## src/rtl/icache_fill_unit.sv

```systemverilog
// Direct-mapped, read-only instruction cache with a line refill engine.
// Hits return the word combinationally. A miss stalls the core while one
// full line is fetched over a request/beat handshake.
//
// Memory handshake: mem_req stays high, with mem_addr held, until a cycle
// where mem_ack is also high. After that, every cycle with mem_rvalid high
// carries one word, in ascending order, until the line is full. mem_ack
// outside the request phase is ignored. mem_rvalid outside the fill phase
// is ignored.
module icache_fill_unit #(
  parameter int LINES      = 16,
  parameter int LINE_WORDS = 4
) (
  input  logic        clk,
  input  logic        rst_n,
  input  logic        inst_ren,
  input  logic [31:0] inst_addr,
  output logic [31:0] inst_data,
  output logic        inst_stall,
  input  logic        flush,
  output logic        mem_req,
  output logic [31:0] mem_addr,
  input  logic        mem_ack,
  input  logic        mem_rvalid,
  input  logic [31:0] mem_rdata,
  output logic [15:0] miss_cnt,
  output logic [1:0]  dbg_state
);

  localparam int OFF   = $clog2(LINE_WORDS);
  localparam int IDX   = $clog2(LINES);
  localparam int TAG_W = 32 - OFF - IDX - 2;
  localparam logic [OFF-1:0] LAST_BEAT = OFF'(LINE_WORDS - 1);

  typedef enum logic [1:0] {
    S_IDLE = 2'd0,
    S_REQ  = 2'd1,
    S_FILL = 2'd2,
    S_DONE = 2'd3
  } state_t;

  state_t           r_state;
  logic [LINES-1:0] r_valid;
  logic             r_flush_pend;
  logic [OFF-1:0]   r_beat;
  logic [15:0]      r_miss_cnt;
  logic             r_mem_req;
  logic [31:0]      r_mem_addr;
  logic [IDX-1:0]   r_idx;
  logic [TAG_W-1:0] r_tag;
  logic [TAG_W-1:0] r_tag_arr [0:LINES-1];
  logic [31:0]      r_data    [0:LINES*LINE_WORDS-1];

  logic [OFF-1:0]   w_off;
  logic [IDX-1:0]   w_idx;
  logic [TAG_W-1:0] w_tag;
  logic             w_hit;
  logic             w_beat_we;
  logic             w_last;
  logic             w_unused;

  // Fetch address split into word offset, line index and tag
  assign w_off    = inst_addr[OFF+1:2];
  assign w_idx    = inst_addr[OFF+IDX+1:OFF+2];
  assign w_tag    = inst_addr[31:OFF+IDX+2];
  assign w_unused = ^inst_addr[1:0];

  assign w_hit     = inst_ren & r_valid[w_idx] & (r_tag_arr[w_idx] == w_tag);
  assign w_beat_we = (r_state == S_FILL) & mem_rvalid;
  assign w_last    = w_beat_we & (r_beat == LAST_BEAT);

  assign mem_req   = r_mem_req;
  assign mem_addr  = r_mem_addr;
  assign miss_cnt  = r_miss_cnt;
  assign dbg_state = r_state;

  // Tag and data arrays: written only by refill beats, never reset
  always_ff @(posedge clk) begin
    if (w_beat_we) begin
      r_data[{r_idx, r_beat}] <= mem_rdata;
    end
    if (w_last) begin
      r_tag_arr[r_idx] <= r_tag;
    end
  end

  // Refill FSM, valid bits, flush tracking and miss counter
  always_ff @(posedge clk or negedge rst_n) begin
    if (!rst_n) begin
      r_state      <= S_IDLE;
      r_valid      <= '0;
      r_flush_pend <= 1'b0;
      r_beat       <= '0;
      r_miss_cnt   <= '0;
      r_mem_req    <= 1'b0;
      r_mem_addr   <= '0;
      r_idx        <= '0;
      r_tag        <= '0;
    end else begin
      // A flush always wipes every line. A refill still in flight keeps
      // going but must not mark its line valid afterwards.
      if (flush) begin
        r_valid <= '0;
      end
      case (r_state)
        S_IDLE: begin
          if (!flush && inst_ren && !w_hit) begin
            r_mem_req  <= 1'b1;
            r_mem_addr <= {inst_addr[31:OFF+2], {(OFF+2){1'b0}}};
            r_idx      <= w_idx;
            r_tag      <= w_tag;
            r_state    <= S_REQ;
          end
        end
        S_REQ: begin
          if (flush) begin
            r_flush_pend <= 1'b1;
          end
          if (mem_ack) begin
            r_mem_req <= 1'b0;
            r_beat    <= '0;
            r_state   <= S_FILL;
          end
        end
        S_FILL: begin
          if (flush) begin
            r_flush_pend <= 1'b1;
          end
          if (w_beat_we) begin
            r_beat <= r_beat + 1'b1;
            if (w_last) begin
              if (!(r_flush_pend || flush)) begin
                r_valid[r_idx] <= 1'b1;
              end
              r_miss_cnt <= r_miss_cnt + 16'd1;
              r_state    <= S_DONE;
            end
          end
        end
        S_DONE: begin
          r_flush_pend <= 1'b0;
          r_state      <= S_IDLE;
        end
        default: begin
          r_state <= S_IDLE;
        end
      endcase
    end
  end

  // Hit path: word out and stall are combinational, so a miss never shows
  // a stale word with stall low
  always_comb begin
    inst_data  = '0;
    inst_stall = 1'b1;
    if (r_state == S_IDLE) begin
      inst_stall = inst_ren & ~w_hit;
      if (w_hit) begin
        inst_data = r_data[{w_idx, w_off}];
      end
    end
  end

endmodule

```

## config.mk

```make
export PLATFORM = sky130hd
export DESIGN_NAME = icache_fill_unit
export DESIGN_NICKNAME = d
export VERILOG_FILES = /design/src/rtl/icache_fill_unit.sv
export SDC_FILE = /design/constraint.sdc
export NUM_CORES = 2
export LEC_CHECK = 0
export CAP_MARGIN = 0
export CORE_MARGIN = 2
export CORE_UTILIZATION = 49
export CTS_CLUSTER_SIZE = 40
export DETAILED_ROUTE_END_ITERATION = 12
export DONT_BUFFER_PORTS = 1
export GPL_ROUTABILITY_DRIVEN = 0
export GPL_TIMING_DRIVEN = 0
export PLACE_DENSITY_LB_ADDON = 0.1
export SKIP_LAST_GASP = 1
export SYNTH_ARGS = -nofsm -noshare
export SYNTH_HDL_FRONTEND = slang
export SYNTH_SLANG_ARGS = --single-unit
```

## constraint.sdc

```tcl
create_clock -name clk -period 4.2 [get_ports clk]
set_input_delay 0.21 -clock clk [delete_from_list [all_inputs] [get_ports clk]]
set_output_delay 0.21 -clock clk [all_outputs]
set_load 0.02 [all_outputs]
```

# Word-level counts from Yosys, hierarchy flattened
# Memories as Yosys holds them, arrays and structs flattened.
# Index checks and enable logic that the tools add are counted.
# word_totals
input_bits,70
regBits,94
word_cells,79
output_inout_bits,84
mem_bits_rw,2432
mem_count,2
# mem_list
name,depth,width,rd,rd_clocked_by_memory_dff,write_ports,line_no,text
r_data,64,32,1,0,1,52,logic [31:0] r_data [0:LINES*LINE_WORDS-1];
r_tag_arr,16,24,1,0,1,51,logic [TAG_W-1:0] r_tag_arr [0:LINES-1];
# classes
n_eq_ne,10
bitwise,7
mux,29
n_reduce_logical,17
n_addsub,2
n_lt_le_gt_ge,3
# op_table
op,n
$mux W16,5
$mux W32,2
$eq A24 B24 Y1,1
$add A16 B1 Y16 const B,1
$or A16 B16 Y16,1
$mux W2,6
$lt A4 B5 Y1 const B,2
$mux W1,10
$reduce_and A3 Y1,3
$ne A2 B2 Y1 const B,4
$pmux W2 S4,1
$eq A2 B2 Y1 const B,3
$reduce_bool A2 Y1,3
$and A1 B1 Y1,5
$bmux W1 S4,1
$demux W1 S4,1
$ge A4 B1 Y1 const B,1
$pmux W1 S2,2
$pmux W2 S2,1
$reduce_and A2 Y1,2
$reduce_and A4 Y1,1
$logic_and A1 B1 Y1,3
$add A2 B1 Y2 const B,1
$eq A2 B1 Y1 const B,1
6 further kinds,7

# Logic depth before layout (Yosys ltp)
# depth
depth_word,9
ltp_mapped,14
depth_no_buf,9

# Least setup slack after synthesis
# OpenSTA, ideal clock, no wires.
# synth_path
kind,reg-to-reg
from,register r_state[0] (netlist: dbg_state[0])
to,memory r_data[50][0] (enable)
arrival_time_ns,3.602
period_less_slack_ns,4.063
required_time_ns,3.739
setup_ns,0.461
slack_ns,0.137
stages_incl_launch_ff,8
n_path_buf,1
cell_sequence,dfrtp_1 inv_1 ha_1 clkbuf_1 nand2_1 nor2_1 nand2_1 nor3_1
# synth_between
elab_chain_cells,4
# synth_lines
element,line_no,text
"start, declared",42,state_t r_state;
"start signal, assigned",90,r_state <= S_IDLE;
"start signal, assigned",112,r_state <= S_REQ;
"start signal, assigned",122,r_state <= S_FILL;
$eq A2 B2 Y1,69,assign w_beat_we = (r_state == S_FILL) & mem_rvalid;
$and A1 B1 Y1,69,
$mux W1,79,if (w_beat_we) begin
$mux W1 (not written as such),80,"r_data[{r_idx, r_beat}] <= mem_rdata;"
"end, declared",52,
# No other way between the ends.

# Worst setup path in the final report
# layout_path
from,input port inst_addr[3]
to,output port inst_data[1]
# layout_between
elab_chain_cells,3
# layout_lines
element,line_no,text
"start, declared",17,"input logic [31:0] inst_addr,"
$mem_v2 Z64 W32,n/a,
$mux W32,158,if (w_hit) begin
$mux W32,156,if (r_state == S_IDLE) begin
"end, declared",18,"output logic [31:0] inst_data,"
# No other way between the ends.

==> summary.txt <==
Status = complete, no violations
Row cnt = 162
Sequential cell area = 74700 sq um
HP Class = in2async
Core area = 195000 sq um
Starting Density = 49.4%
Worst Setup End Kind = primary output
Peak VDD IR = 439 uV
GRT Total Usage = 26.1%
Biggest area consumer among synthesized cells = edfxtp_1
Worst path cell trace = clkbuf_1 -> clkbuf_2 -> clkbuf_1 -> mux4_2 -> mux4_2 -> mux4_2 -> and3_2
WL/cell = 35.5 microns
Commonest non-fill, non-tap cell in the layout = edfxtp_1
PD cells = 498 nW/um^2
Avg Cell Area, Syn = 24.3 sq um
Clk_lat worst skew = 0.92 ns
Slowest cell on the critical path = clkbuf_1
Synth async-reset ratio = 2.64%
Dpl hpwl = 167000 microns
Clock buffer depth = 4
Tmin final = 4.20 ns
Final net count = 4534
Worst setup margin = 0.000379 ns
Share of the synthesized area in the top cell type = 75.9%
Met1 Resource Use GR = 36.7%
Clock transition at path regs = 0.06 ns
Area Growth Syn to Fin = 17.2%
CP Depth = 7
Met2 usage = 41.3%
Post-Syn Area = 96300 sq um
Most Crowded Layer GR = met2
Worst Path Arrival = 3.99 ns
Die area = 200000 sq um
EDFF count, synth = 2432
Global route total overflow = 0
Cells after Synth = 3956
Main synth FF type = edfxtp_1
Area contributors post-synth = edfxtp_1, mux4_2, dfrtp_1, mux2i_1, mux4_1
Number of global-route vias before repair = 45500
Pre-antenna DRT Iters = 5
Drt total wl = 258000 microns
Count of final setup violators = 0
First-pass GRT wire length = 358000 microns
Multi-input gate area = 21200 sq um
# port buffers = 0
Number of library cell types mapped by synthesis = 59
Die Ht = 447 microns
Largest net degree at the start of global routing = 67
DRC Markers = 0
Required time worst endpoint = 3.99 ns
Yosys reg bits = 2498
Pre-CTS setup slack = -1.14 ns
Reg-to-reg startpoint = dbg_state[0]$_DFFE_PN0P_
Worst Max-Slew Pin Slew = 1.40 ns
Reg-to-reg slack, setup = 0.13 ns
Register area share after synthesis = 77.6%
Die X = 447 microns
Max incr delay on CP = 0.77 ns
Fmax = 0.238 GHz
CTS Root Cell = clkbuf_16
Critical Path Start Type = input pin
Worst relative slew slack = 6.49%
Layout cells sized above 1 = 33.1%
Leakage = 35.5 nW
Syn. warnings = 0
Post-layout util = 57.8%
Layout fillers = 14100
Worst Reg-to-Reg Cells = 8
Period Utilization, post-route = 100%
Met3 capacity usage during global routing = 4.75%
Min Hold Slack = 0.0623 ns
Top-Level Pins = 154
CTS tree = yes
CP bufs+invs = 3
Vias per cell = 6.18
Initial drt markers = 5729
Worst Path Max Fanout = 10
Slew Limit Fails = 0
CP Class = in2out
Max Clock Skew = 0.0373 ns
Final ANT Viol Nets = 0
Final hold vios = 0
Clk sink count = 2498
Total power = 56.2 mW
CTS Buf Count = 278
H-tree levels = 5
Max_cap viols = 0
RSZ-0062 raised after global routing = true
Initial antenna violation count = 16
Critical path's top delay family = buffers and inverters
Commonest non-fill, non-tap cells in the layout = edfxtp_1, mux4_2, clkbuf_16, clkbuf_1, dlygate4sd3_1
R2R Path End = r_data[61][16]$_DFFE_PP_
Via count = 45000
Most Frequent Cell on Critical Path = mux4_2
## worst max path at each step
stage | start | endpoint | slack (ns)
2_1_floorplan | dbg_state[0]$_DFFE_PN0P_ | r_data[50][0]$_DFFE_PP_ | 0.14
3_3_place_gp | dbg_state[0]$_DFFE_PN0P_ | r_data[50][17]$_DFFE_PP_ | -3.27
3_5_place_dp | inst_addr[4] | inst_data[25] | -1.14
4_1_cts | inst_addr[6] | inst_data[25] | -0.002
5_1_grt | r_tag_arr[12][9]$_DFFE_PP_ | inst_data[7] | -0.05
6_report | inst_addr[3] | inst_data[1] | 0.0004
## registers in the layout, indices dropped and copies added (netlist names)
| name | flops |
|---|---|
| dbg_state | 2 |
| r_flush_pend | 1 |
| r_beat | 2 |
| r_data | 2048 |
| r_idx | 3 |
| r_tag_arr | 384 |
| r_tag | 24 |
| r_valid | 16 |
| mem_req | 1 |
| mem_addr | 1 |
| miss_cnt | 16 |
## layout make-up
type / count / share of cell area [%]
multi-input combinational: 1242 / 18.8
timing repair buffer: 219 / 3.29
clock buffer: 356 / 6.64
buffer: 210 / 1.38
sequential: 2498 / 66.2
inverter: 9 / 0.0300
antenna: 10 / 0.0222
clock inverter: 108 / 0.724
tap: 2624 / 2.91
## cell usage after synthesis, drive strengths merged, types with 3 or more instances
| cell | number |
|---|---|
| nor2b | 5 |
| nand3 | 22 |
| nand2 | 32 |
| o22ai | 10 |
| and3 | 42 |
| xor2 | 11 |
| a22oi | 9 |
| and2 | 4 |
| a22o | 3 |
| ha | 6 |
| mux4 | 752 |
| a221oi | 8 |
| mux2i | 49 |
| a211oi | 4 |
| nor3 | 10 |
| and2b | 3 |
| o21ai | 6 |
| xnor2 | 31 |
| buf | 94 |
| nor2 | 119 |
| nor4 | 3 |
| or2 | 3 |
| nand3b | 4 |
| dfrtp | 66 |
| clkbuf | 115 |
| inv | 8 |
| nand4 | 6 |
| edfxtp | 2432 |
| nand2b | 8 |
| a21oi | 19 |
| mux2 | 49 |
## layer usage
metal	share of wire, %	vias to the layer above	wire, microns
met2	48	1794	125000
met4	3.9	0	10200
met1	41	24700	105000
met5	0	-	0
li1	-	18100	-
met3	7.2	383	18500
## worst register-to-register path, delay by kind of cell (launching register included)
kind                       cells  cell delay, ns
and+or+nand+nor                4            2.24
buffers and inverters          3            0.84
DFF                            1            0.53
adders and majority gates      1            0.15
## where the power goes
group | switching (mW) | internal (mW)
registers | 0.999 | 28.3
logic | 2.54 | 1.65
clock network | 9.36 | 13.3
## stage by stage
step / std cells / cell area, sq um / setup TNS [ns]
finish: 7276 / 113000 / 0
global route: 7270 / 113000 / -0.515
CTS: 7252 / 113000 / -0.00157
detailed placement: 6670 / 102000 / -41.31
global placement: 6583 / 99600 / -3383.17
floorplan: 3959 / 96300 / 0
## cells by family after synthesis
| group | synth area share [%] |
|---|---|
| other | 0.00390 |
| multiplexers | 18.8 |
| AO/OA/AOI/OAI | 0.534 |
| buffers and inverters | 1.24 |
| XOR/XNOR | 0.382 |
| AND/OR/NAND/NOR | 1.35 |
| adder cells (fa/ha/maj) | 0.0780 |
| flip-flops | 77.6 |
## timing repair
item,4_1_cts,5_1_grt
setup buffers,1,13
pin swaps,4,6
resized for setup,201,22
setup endpoints to repair,33,91
hold endpoints to repair,2161,0
cloned,0,1
hold buffers,117,0
Power figures use the tool's default switching activity.
